$ cat src/rtl/led_pkg.sv
// Shared types and sizes for the LED output path (frame scheduler and fifo_fsm).
package led_pkg;

    localparam int LED_ZONES = 8;
    localparam int MEAN_W    = 4;

    typedef logic [LED_ZONES-1:0][MEAN_W-1:0] mean_arr_t;

    typedef enum logic [1:0] {
        SCHED_IDLE  = 2'd0,
        SCHED_FILL  = 2'd1,
        SCHED_SEND  = 2'd2,
        SCHED_LATCH = 2'd3
    } sched_state_t;

endpackage

$ cat src/rtl/led_cycle_timer.sv
// Loadable down-counter that stops at zero; shared by the LATCH gap and the SEND watchdog.
module led_cycle_timer #(
    parameter int W = 32
) (
    input  logic         clk,
    input  logic         rstn,
    input  logic         load,
    input  logic [W-1:0] value,
    output logic         zero
);

    logic [W-1:0] count;

    always_ff @(posedge clk or negedge rstn) begin
        if (!rstn) begin
            count <= '0;
        end else if (load) begin
            count <= value;
        end else if (count != '0) begin
            count <= count - 1'b1;
        end
    end

    assign zero = (count == '0);

endmodule

$ cat src/rtl/led_frame_sched.sv
// Frame scheduler for the LED path: starts fifo_fsm frames, snapshots zone means, enforces the latch gap and keep-alive.
// Define LED_SCHED_WDT_EN to enable the SEND watchdog and wdt_err; otherwise SEND waits for tx_done indefinitely.
module led_frame_sched
    import led_pkg::*;
#(
    parameter int LATCH_CYCLES   = 30000,
    parameter int REFRESH_CYCLES = 5000000,
    parameter int WDT_CYCLES     = 2000000
) (
    input  logic        clk,
    input  logic        rstn,
    input  logic        sched_en,
    input  logic        frame_req,
    input  mean_arr_t   mean_r_i,
    input  mean_arr_t   mean_g_i,
    input  mean_arr_t   mean_b_i,
    input  logic        fill_done,
    input  logic        tx_done,
    output logic        fill_start,
    output mean_arr_t   mean_r_o,
    output mean_arr_t   mean_g_o,
    output mean_arr_t   mean_b_o,
    output logic        busy,
    output logic [15:0] frame_cnt,
    output logic [7:0]  drop_cnt,
    output logic        wdt_err
);

    localparam logic [1:0] ST_IDLE  = SCHED_IDLE;
    localparam logic [1:0] ST_FILL  = SCHED_FILL;
    localparam logic [1:0] ST_SEND  = SCHED_SEND;
    localparam logic [1:0] ST_LATCH = SCHED_LATCH;

    localparam logic [31:0] LATCH_LOAD  = 32'(LATCH_CYCLES - 1);
    localparam logic [31:0] WDT_LOAD    = 32'(WDT_CYCLES - 1);
    localparam logic [31:0] REFRESH_END = 32'(REFRESH_CYCLES - 1);
    // The hit is raised on the edge that brings the count to REFRESH_END, so the period is exact.
    localparam logic [31:0] REFRESH_PRE = 32'(REFRESH_CYCLES - 2);

    logic [1:0]  state, state_nxt;
    logic        pend, consume, refresh_hit, wdt_fire;
    logic [31:0] refresh_cnt;
    logic        tmr_load, tmr_zero;
    logic [31:0] tmr_value;
    mean_arr_t   stage_r, stage_g, stage_b;

    assign consume     = (state == ST_IDLE) && pend && sched_en;
    assign refresh_hit = (REFRESH_CYCLES != 0) && !consume && (refresh_cnt == REFRESH_PRE);

`ifdef LED_SCHED_WDT_EN
    assign wdt_fire = (state == ST_SEND) && tmr_zero && !tx_done;
`else
    assign wdt_fire = 1'b0;
`endif

    // The timer is always armed on SEND entry; it only matters when the watchdog is built in.
    always_comb begin
        state_nxt = state;
        tmr_load  = 1'b0;
        tmr_value = LATCH_LOAD;
        case (state)
            ST_IDLE:  if (consume) state_nxt = ST_FILL;
            ST_FILL:  if (fill_done) begin
                          state_nxt = ST_SEND;
                          tmr_load  = 1'b1;
                          tmr_value = WDT_LOAD;
                      end
            ST_SEND:  if (tx_done || wdt_fire) begin
                          state_nxt = ST_LATCH;
                          tmr_load  = 1'b1;
                      end
            ST_LATCH: if (tmr_zero) state_nxt = ST_IDLE;
            default:  state_nxt = ST_IDLE;
        endcase
    end

    led_cycle_timer #(.W(32)) u_timer (
        .clk   (clk),
        .rstn  (rstn),
        .load  (tmr_load),
        .value (tmr_value),
        .zero  (tmr_zero)
    );

    always_ff @(posedge clk or negedge rstn) begin
        if (!rstn) begin
            state       <= ST_IDLE;
            pend        <= 1'b0;
            fill_start  <= 1'b0;
            busy        <= 1'b0;
            stage_r     <= '0;
            stage_g     <= '0;
            stage_b     <= '0;
            mean_r_o    <= '0;
            mean_g_o    <= '0;
            mean_b_o    <= '0;
            frame_cnt   <= '0;
            drop_cnt    <= '0;
            wdt_err     <= 1'b0;
            refresh_cnt <= '0;
        end else begin
            state      <= state_nxt;
            busy       <= (state_nxt != ST_IDLE);
            fill_start <= consume;
            pend       <= (pend & ~consume) | frame_req | refresh_hit;
            if (frame_req) begin
                stage_r <= mean_r_i;
                stage_g <= mean_g_i;
                stage_b <= mean_b_i;
            end
            if (consume) begin
                mean_r_o  <= stage_r;
                mean_g_o  <= stage_g;
                mean_b_o  <= stage_b;
                frame_cnt <= frame_cnt + 16'd1;
            end
            if (frame_req && pend && !consume && (drop_cnt != 8'hFF)) begin
                drop_cnt <= drop_cnt + 8'd1;
            end
            if (wdt_fire) begin
                wdt_err <= 1'b1;
            end
            if (consume) begin
                refresh_cnt <= '0;
            end else if (refresh_cnt != REFRESH_END) begin
                refresh_cnt <= refresh_cnt + 32'd1;
            end
        end
    end

endmodule
$ cat config.mk
export PLATFORM = sky130hd
export DESIGN_NAME = led_frame_sched
export DESIGN_NICKNAME = d
export VERILOG_FILES = /design/src/rtl/led_pkg.sv /design/src/rtl/led_cycle_timer.sv /design/src/rtl/led_frame_sched.sv
export SDC_FILE = /design/constraint.sdc
export NUM_CORES = 1
export LEC_CHECK = 0
export CORE_UTILIZATION = 40
export DETAILED_ROUTE_END_ITERATION = 7
export PLACE_DENSITY = 0.66
export SYNTH_ARGS = -nofsm -noshare
export SYNTH_HDL_FRONTEND = slang
export SYNTH_SLANG_ARGS = --single-unit
export TNS_END_PERCENT = 10
$ cat constraint.sdc
create_clock -name clk -period 2.5 [get_ports clk]
set_clock_uncertainty 0.2 [all_clocks]
set_input_delay 0.75 -clock clk [delete_from_list [all_inputs] [get_ports clk]]
set_output_delay 0.75 -clock clk [all_outputs]
set_load 0.05 [all_outputs]
Word-level counts from Yosys, hierarchy flattened. Cells that the tools add are included.

Bits in registers: 285.

Mux-type cells: 14. Reduce and logical (&&, ||, !) cells: 13. Add/subtract/negate cells: 4. Eq/ne operators: 6. Bitwise logic cells: 4.

Operators by type and width (number): $mux 32 (5); $add 32x1->32 const B (1); $eq 32x23->1 const B (1); $logic_not 32->1 (1); $ne 32x23->1 const B (1); $reduce_bool 32->1 (1); $sub 32x1->32 const B (1); $mux 21 (1); $add 16x1->16 const B (1); $add 8x1->8 const B (1); $mux 2 (4); $ne 8x8->1 const B (1); $pmux 2 s4 (1); $logic_and 1x1->1 (6); $reduce_bool 2->1 (3); $eq 2x2->1 const B (2); $eq 2x1->1 const B (1); $logic_not 2->1 (1); $mux 1 (2); $or 1x1->1 (2); $pmux 1 s2 (1); $and 1x1->1 (1); $logic_not 1->1 (1); $not 1->1 (1).

Depth between registers and ports, before layout. Gate-level depths: netlist of the first run.

Depth in word-level cells: 7. Depth in mapped cells: 8.

Modules after synthesis. From an unflattened synthesis of the first run, not the netlist that was laid out.

Cells, all modules: 1123. Area total of the unflattened synthesis: 12047.8 um^2.

By module, submodules not included: led_frame_sched (area each 10154.7 um^2, cells an instance 914, instances 1, seq. area each 6331.1 um^2); led_cycle_timer (area each 1893.1 um^2, cells an instance 209, instances 1, seq. area each 800.8 um^2).

Least setup slack after synthesis of the first run. OpenSTA, ideal clock, no wires.

Kind: reg2reg. From: register u_timer.count[21]. To: register busy. Path buffers: 1. Data arrival time: 2.176 ns. Data required time: 2.158 ns. Setup time: 0.142 ns. Slack: -0.018 ns. Cell stages (with the launch flop): 7. Cell sequence: dfrtp_1 or4_1 or3_1 buf_6 or4_4 o221ai_1 nand3_1.

Cells in the longest elaborated chain, start to end: 4.

RTL lines: from (decl) (RTL line led_cycle_timer.sv:12) `logic [W-1:0] count;`; from (signal assigned) (RTL line led_cycle_timer.sv:18) `count <= value;`; from (signal assigned) (RTL line led_cycle_timer.sv:20) `count <= count - 1'b1;`; $logic_not 32->1 (RTL line led_cycle_timer.sv:24) `assign zero = (count == '0);`; $mux 2 (RTL line led_frame_sched.sv:72) `ST_LATCH: if (tmr_zero) state_nxt = ST_IDLE;`; $pmux 2 s4 (RTL line led_frame_sched.sv:61) `case (state)`; $reduce_bool 2->1 (RTL line led_frame_sched.sv:103) `busy <= (state_nxt != ST_IDLE);`; to (signal assigned) (RTL line led_frame_sched.sv:103); to (decl) (RTL line led_frame_sched.sv:23) `output logic busy,`.

Every way passes these cells. A chain may end at the register's enable or synchronous reset.

Worst setup path in the final report of the first run. Ends and elaborated chain as after synthesis.

==> flow_summary.yaml, run 1 <==
drt:
  post-route-drc-count: 0
  vias: 8939
  routed_wirelength_um: 28900
  viasPerCell: 5.01
  detail-route-antenna-nets: 0
  drt_iter0_markers: 528
  wl_per_cell_um: 16.2
  drt_first_pass_iters: 4
power_and_ir_drop:
  power_leakage_nw: 7.66
  p_total_mw: 10.6
  power_density_mw_per_mm2: 667
  ir_drop_uv: 476
synthesis:
  synth_area_per_cell_um2: 10.7
  seq_area_frac_synth_pct: 59.8
  synth_edf_count: 0
  async_flop_share_pct: 100
  synth_top_area_share_pct: 59.8
  synth_warnings: 0
  syn-cell-area_mm2: 0.0119
  synth_top_flop_cell: "dfrtp_1"
  ys_ff_latch: 285
  synth_area_leaders: "dfrtp_1 60%, nand2_1 10%, mux2_2 9.2%, xor2_1 1.5%, xnor2_1 1.4%"
  yosysTopAreaCell: "dfrtp_1"
  syn-num-nets: 1225
  synthCells: 1113
  ys_types: 59
placement:
  place_ws_ns: -0.0191
  dp.cells: 1727
  io_buffers: 223
  dp_hpwl_um: 19600
  gp_congestion: 0.785
cells_and_area:
  layout.cells.non_filler: 1785
  drive_gt1_share_pct: 21.8
  antenna_cells: 0
  nets: 1489
  final_common_cell: "nand2_1"
  syn_to_final_growth_pct: 33.6
  final_cell_mix: "328 x nand2_1, 285 x dfrtp_1, 116 x buf_4"
clock_tree:
  clock_path_buffers: 3
  clkTransAtPathRegs_ns: 0.06
  htreeDepth: 1
  root_buffer: "clkbuf_16"
  cts_tree: "done"
  clock_latency_ns: 0.56
  cts_buffers: 31
  clock-sinks: 285
sta:
  finalHoldViolations: 0
  drv_slew: 0
  fmax_mhz: 401
  period_needed_ns: 2.50
  hold_ws_ns: 0.257
  timing.final.crit_share_pct: 99.9
  setup_ws_ns: 0.00371
  setup_violations: 0
  rsz0062_at_grt: "yes"
  worst_pin_slew_ns: 0.509
  slew_headroom_pct: 66.2
  fin_tns_setup_ns: 0
floorplanning:
  fp.dieArea_mm2: 0.0305
  rows: 62
  core_area_mm2: 0.0290
  io_pins: 225
  die_h_um: 175
  die_width_um: 175
  start_util_pct: 41.1
grt:
  grt_pass1_wl_um: 47100
  antenna_found_initial: 1
  grtUsageTotal_pct: 18.9
  grt_max_degree: 92
  grt_pass1_vias: 9116
  grt_overflow: 0
setup_path:
  cp_max_fo: 5
  cp-end-kind: "register"
  crit_required_ns: 2.71
  cp_data_arrival_time_ns: 2.71
  crit_type: "reg2reg"
  critPathLaunchType: "register"
outcome:
  outcome: "finished clean"
min_path:
  hold_path_class: "reg2reg"
flow_run:
  maxCapViolCount: 0
==> cells in the mapped netlist, types with 3 or more instances <==
cell / instances
nand2_1: 328
dfrtp_1: 285
mux2_2: 97
clkbuf_1: 44
nor2_1: 41
a21oi_1: 30
nand3_1: 28
o21ai_0: 23
or3_1: 21
xor2_1: 20
xnor2_1: 19
nand4_1: 18
inv_1: 15
nor3_1: 15
or4_1: 15
o31ai_1: 12
and3_1: 10
ha_1: 10
nor4_1: 8
o211ai_1: 7
a31oi_1: 6
or2_2: 5
and2_1: 4
buf_2: 4
o41ai_1: 4
and4_1: 3
nand2b_1: 3
==> sequential cells by signal, indices dropped and copies added (netlist names) <==
| signal | count |
|---|---|
| busy | 1 |
| drop_cnt | 8 |
| fill_start | 1 |
| frame_cnt | 16 |
| mean_b_o | 32 |
| mean_g_o | 32 |
| mean_r_o | 32 |
| pend | 1 |
| refresh_cnt | 32 |
| stage_b | 32 |
| stage_g | 32 |
| stage_r | 32 |
| state | 2 |
| u_timer.count | 32 |
==> critical path, stage by stage (launching register included) <==
cell	delay (ns)
dfrtp_1	0.39
or4_4	0.54
or3_4	0.35
or4_4	0.61
o221ai_4	0.18
nand3_1	0.10
==> cells by family (layout without fill, tap and decap cells) <==
family / after synthesis / count (layout) / synth area share, %
and+or+nand+nor: 513 / 513 / 19.3
DFF: 285 / 285 / 59.8
xor gates and xnor gates: 39 / 39 / 2.86
other: 1 / 1 / 0.0314
AOI/OAI and AO/OA: 100 / 100 / 5.40
adders and majority gates: 10 / 10 / 1.05
buffers and inverters: 67 / 355 / 2.31
muxes: 98 / 98 / 9.24
==> through the flow <==
stage,cell area [um^2],util [%]
2_1_floorplan,11900,-
3_3_place_gp,14800,51.2
3_5_place_dp,14800,51.2
4_1_cts,15900,54.7
5_1_grt,15900,54.9
6_report,15900,54.9
==> worst paths after layout <==
path / start / end / slack, ns / cells after the start
max: u_timer.count[21]$_DFFE_PN0P_ / busy$_DFF_PN0_ / 0.004 / 5
min: stage_r[20]$_DFFE_PN0P_ / mean_r_o[20]$_DFFE_PN0P_ / 0.26 / 2
max reg2reg: u_timer.count[21]$_DFFE_PN0P_ / busy$_DFF_PN0_ / 0.004 / 5
min reg2reg: stage_r[20]$_DFFE_PN0P_ / mean_r_o[20]$_DFFE_PN0P_ / 0.26 / 2
max in group asynchronous: rstn / mean_g_o[27]$_DFFE_PN0P_ / 0.86 / 3
min in group asynchronous: rstn / u_timer.count[17]$_DFFE_PN0P_ / 0.46 / 2
==> area by class of cell <==
class                      count  area (um^2)
clock buffer                  37          848
multi-input combinational    761         4590
inverter                      16         62.6
fill                        2572        13100
clock inverter                20          236
tap                          384          480
sequential                   285         7130
timing repair buffer         282         2590
==> layer usage <==
metal	routed length [um]	vias up	part of all wire, %	track usage [%]
met3	2220	57	7.7	6.09
met5	14	-	0.048	0
li1	-	4311	-	-
met1	12600	4356	44	24.6
met4	778	2	2.7	5.62
met2	13300	213	46	30.1
==> where the power goes <==
part / switching, mW / internal, mW
Sequential: 0.153 / 4.82
Combinational: 0.431 / 0.416
Clock: 1.88 / 2.92
==> what timing repair did <==
item | CTS | global route
hold buffers | 1 | 0
resized for setup | 53 | 10
endpoints found under the setup margin | 53 | 16
cloned | 0 | 0
endpoints found under the hold margin | 27 | 0
pin swaps | 0 | 3
setup buffers | 0 | 0
Power figures use the tool's default switching activity.
==> inputs of run 2 (changes only) <==
--- a/config.mk
+++ b/config.mk
@@ -5,6 +5,7 @@
 export SDC_FILE = /design/constraint.sdc
 export NUM_CORES = 1
 export LEC_CHECK = 0
+export ABC_AREA = 1
 export CORE_UTILIZATION = 40
 export DETAILED_ROUTE_END_ITERATION = 7
 export PLACE_DENSITY = 0.66
==> run 2 against run 1 <==
Count of clock-buffer cells in the layout increased by 9. Hold slack improved by 0.020 ns. Combinational power rose to 8.6 times the previous value. Sequential share of layout area fell by 0.88 points. Synthesized cell count up 29%. Non-clock buffer count is 30 lower. Die area grew 6.4%. Register-to-register slack improved by 0.40 ns. Largest cell class unchanged.
==> flow_summary.yaml, run 2 <==
outcome:
  outcome: "finished clean"
floorplanning:
  rows: 64
  fp.dieArea_mm2: 0.0325
  die_width_um: 180
  start_util_pct: 41.1
  io_pins: 225
  core_area_mm2: 0.0309
  die_h_um: 180
clock_tree:
  clock_latency_ns: 0.57
  root_buffer: "clkbuf_16"
  cts_tree: "done"
  clock_path_buffers: 3
  cts_setup_buffers: 0
  clkTransAtPathRegs_ns: 0.06
  clock-sinks: 285
  cts_buffers: 31
  htreeDepth: 1
synthesis:
  syn-cell-area_mm2: 0.0127
  seq_area_frac_synth_pct: 56.2
  post-synth-top-count-cell: "nand2_1"
  synth_edf_count: 0
  synth_top_flop_cell: "dfrtp_1"
  syn-num-nets: 1544
  ys_ff_latch: 285
  synth_area_leaders: "dfrtp_1 56%, nand2_1 9.6%, o21ai_0 8.1%, inv_1 5.4%, nor2_1 2.9%"
  synth_area_per_cell_um2: 8.87
  synth_top_area_share_pct: 56.2
  synthCells: 1432
  ys_types: 47
  synth_warnings: 0
  yosysTopAreaCell: "dfrtp_1"
  async_flop_share_pct: 100
  yosys-top-cells-count: "326 x nand2_1, 285 x dfrtp_1, 206 x o21ai_0"
setup_path:
  critPathBufInv: 1
  cp_max_fo: 2
  cp_data_arrival_time_ns: 1.49
  crit_type: "reg2out"
  cp-end-kind: "output pin"
  critPathLaunchType: "register"
  critPathTopFamily: "buffers and inverters"
  rr_worst_depth: 8
  slowest_delay_ns: 0.54
  slowest_stage: "dlygate4sd2_1"
  crit_required_ns: 1.55
  cp_cell_sequence: "dlygate4sd2_1"
  r2r_start: "state[0]$_DFF_PN0_"
  reg2reg_slack_ns: 0.40
  setup.worst_path.start: "frame_cnt[15]$_DFFE_PN0P_"
  r2r_end: "frame_cnt[12]$_DFFE_PN0P_"
cells_and_area:
  syn_to_final_growth_pct: 28.0
  final_cell_mix: "326 x nand2_1, 285 x dfrtp_1, 206 x o21ai_0"
  nets: 1777
  register_area_mm2: 0.00713
  n_fill_cell: 2847
  drive_gt1_share_pct: 13.1
  final_common_cell: "nand2_1"
  stdcell_area_mm2: 0.0163
  antenna_cells: 0
  multi_input_area_mm2: 0.00463
sta:
  timing.final.crit_share_pct: 97.4
  setup_violations: 0
  finalHoldViolations: 0
  hold_ws_ns: 0.277
  worst_pin_slew_ns: 0.520
  fin_tns_setup_ns: 0
  slew_headroom_pct: 65.5
  rsz0062_at_grt: "no"
  drv_slew: 0
  fmax_mhz: 411
  setup_ws_ns: 0.0641
  period_needed_ns: 2.44
placement:
  placed_area_mm2: 0.0154
  place_ws_ns: 0.0693
  io_buffers: 223
  dp_hpwl_um: 22400
  gp_congestion: 0.910
power_and_ir_drop:
  power_density_mw_per_mm2: 1120
  ir_drop_uv: 609
  power_leakage_nw: 7.93
  p_total_mw: 18.2
grt:
  grt_pass1_vias: 10200
  grt_pass1_wl_um: 52300
  grt_overflow: 0
  grtUsageTotal_pct: 19.7
  grt_max_degree: 69
  antenna_found_initial: 1
flow_run:
  maxCapViolCount: 0
drt:
  detail-route-antenna-nets: 0
  vias: 10100
  drt_iter0_markers: 572
  wl_per_cell_um: 15.0
  routed_wirelength_um: 31200
  viasPerCell: 4.83
  drt_first_pass_iters: 5
  post-route-drc-count: 0
min_path:
  hold_start: "mean_r_o[13]$_DFFE_PN0P_"
  hold_path_class: "reg2reg"
  holdPathEnd: "mean_r_o[13]$_DFFE_PN0P_"
  hold_depth: 2
==> run 2: changes by cell type in the layout (fill, tap and decap cells not counted), moves of 14 or more <==
cell,delta
buf_4,-26
inv_1,+167
mux2_2,-97
nand3_1,+24
nor2_1,+58
nor2_2,+15
nor2_4,+16
nor3_1,+14
o21ai_0,+183
or3_1,-18
or4_1,-14
==> run 2: worst max-delay path by stage <==
stage / end / slack (ns) / cells after the start
floorplan: drop_cnt[3]$_DFFE_PN0P_ / 0.43 / 7
global placement: drop_cnt[5]$_DFFE_PN0P_ / 0.1 / 9
detailed placement: drop_cnt[5]$_DFFE_PN0P_ / 0.07 / 9
CTS: mean_r_o[21] / 0.04 / 1
global route: frame_cnt[15] / 0.008 / 1
finish: frame_cnt[15] / 0.06 / 1
==> run 2: cell families (layout without fill, tap and decap cells) <==
logic type	Yosys count	count (layout)	share of synthesized area [%]
buffers and inverters	241	494	7.46
AOI/OAI and AO/OA	255	255	10.5
xor gates and xnor gates	40	40	2.76
other	1	1	0.0295
adders and majority gates	10	10	0.985
DFF	285	285	56.2
and+or+nand+nor	600	600	22.1
==> run 2: through the flow <==
stage / instances / utilization, %
after floorplan: 1432 / -
after global placement: 2027 / 49.7
after detailed placement: 2027 / 49.7
after CTS: 2081 / 52.6
after global routing: 2081 / 52.6
final: 2081 / 52.6
==> run 2: layer usage <==
metal	GRT usage [%]	vias up	share of wire (%)	wire length, um
met5	0	-	0	0
met3	7.01	48	9.0	2820
met2	31.1	274	44	13900
li1	-	5001	-	-
met1	25.9	4735	44	13900
met4	4.68	0	2.0	632
==> run 2: power by group <==
part           internal (mW)  total, mW  switching, mW  leakage, nW
Combinational           2.07       7.27           5.20         3.87
Sequential              5.76       6.54          0.782         3.60
Clock                   2.55       4.38           1.83        0.462
==> run 2: final cells by class <==
| cell class | instances | share of cell area [%] |
|---|---|---|
| tap | 396 | 3.05 |
| timing repair buffer | 252 | 14.3 |
| clock inverter | 7 | 0.631 |
| inverter | 189 | 4.40 |
| sequential | 285 | 43.9 |
| multi-input combinational | 906 | 28.5 |
| clock buffer | 46 | 5.24 |
==> run 2: what timing repair did <==
item                                    CTS  global route
hold buffers                              1             0
endpoints found under the setup margin   52             0
gates resized for setup                  52             0
endpoints found under the hold margin    36             0
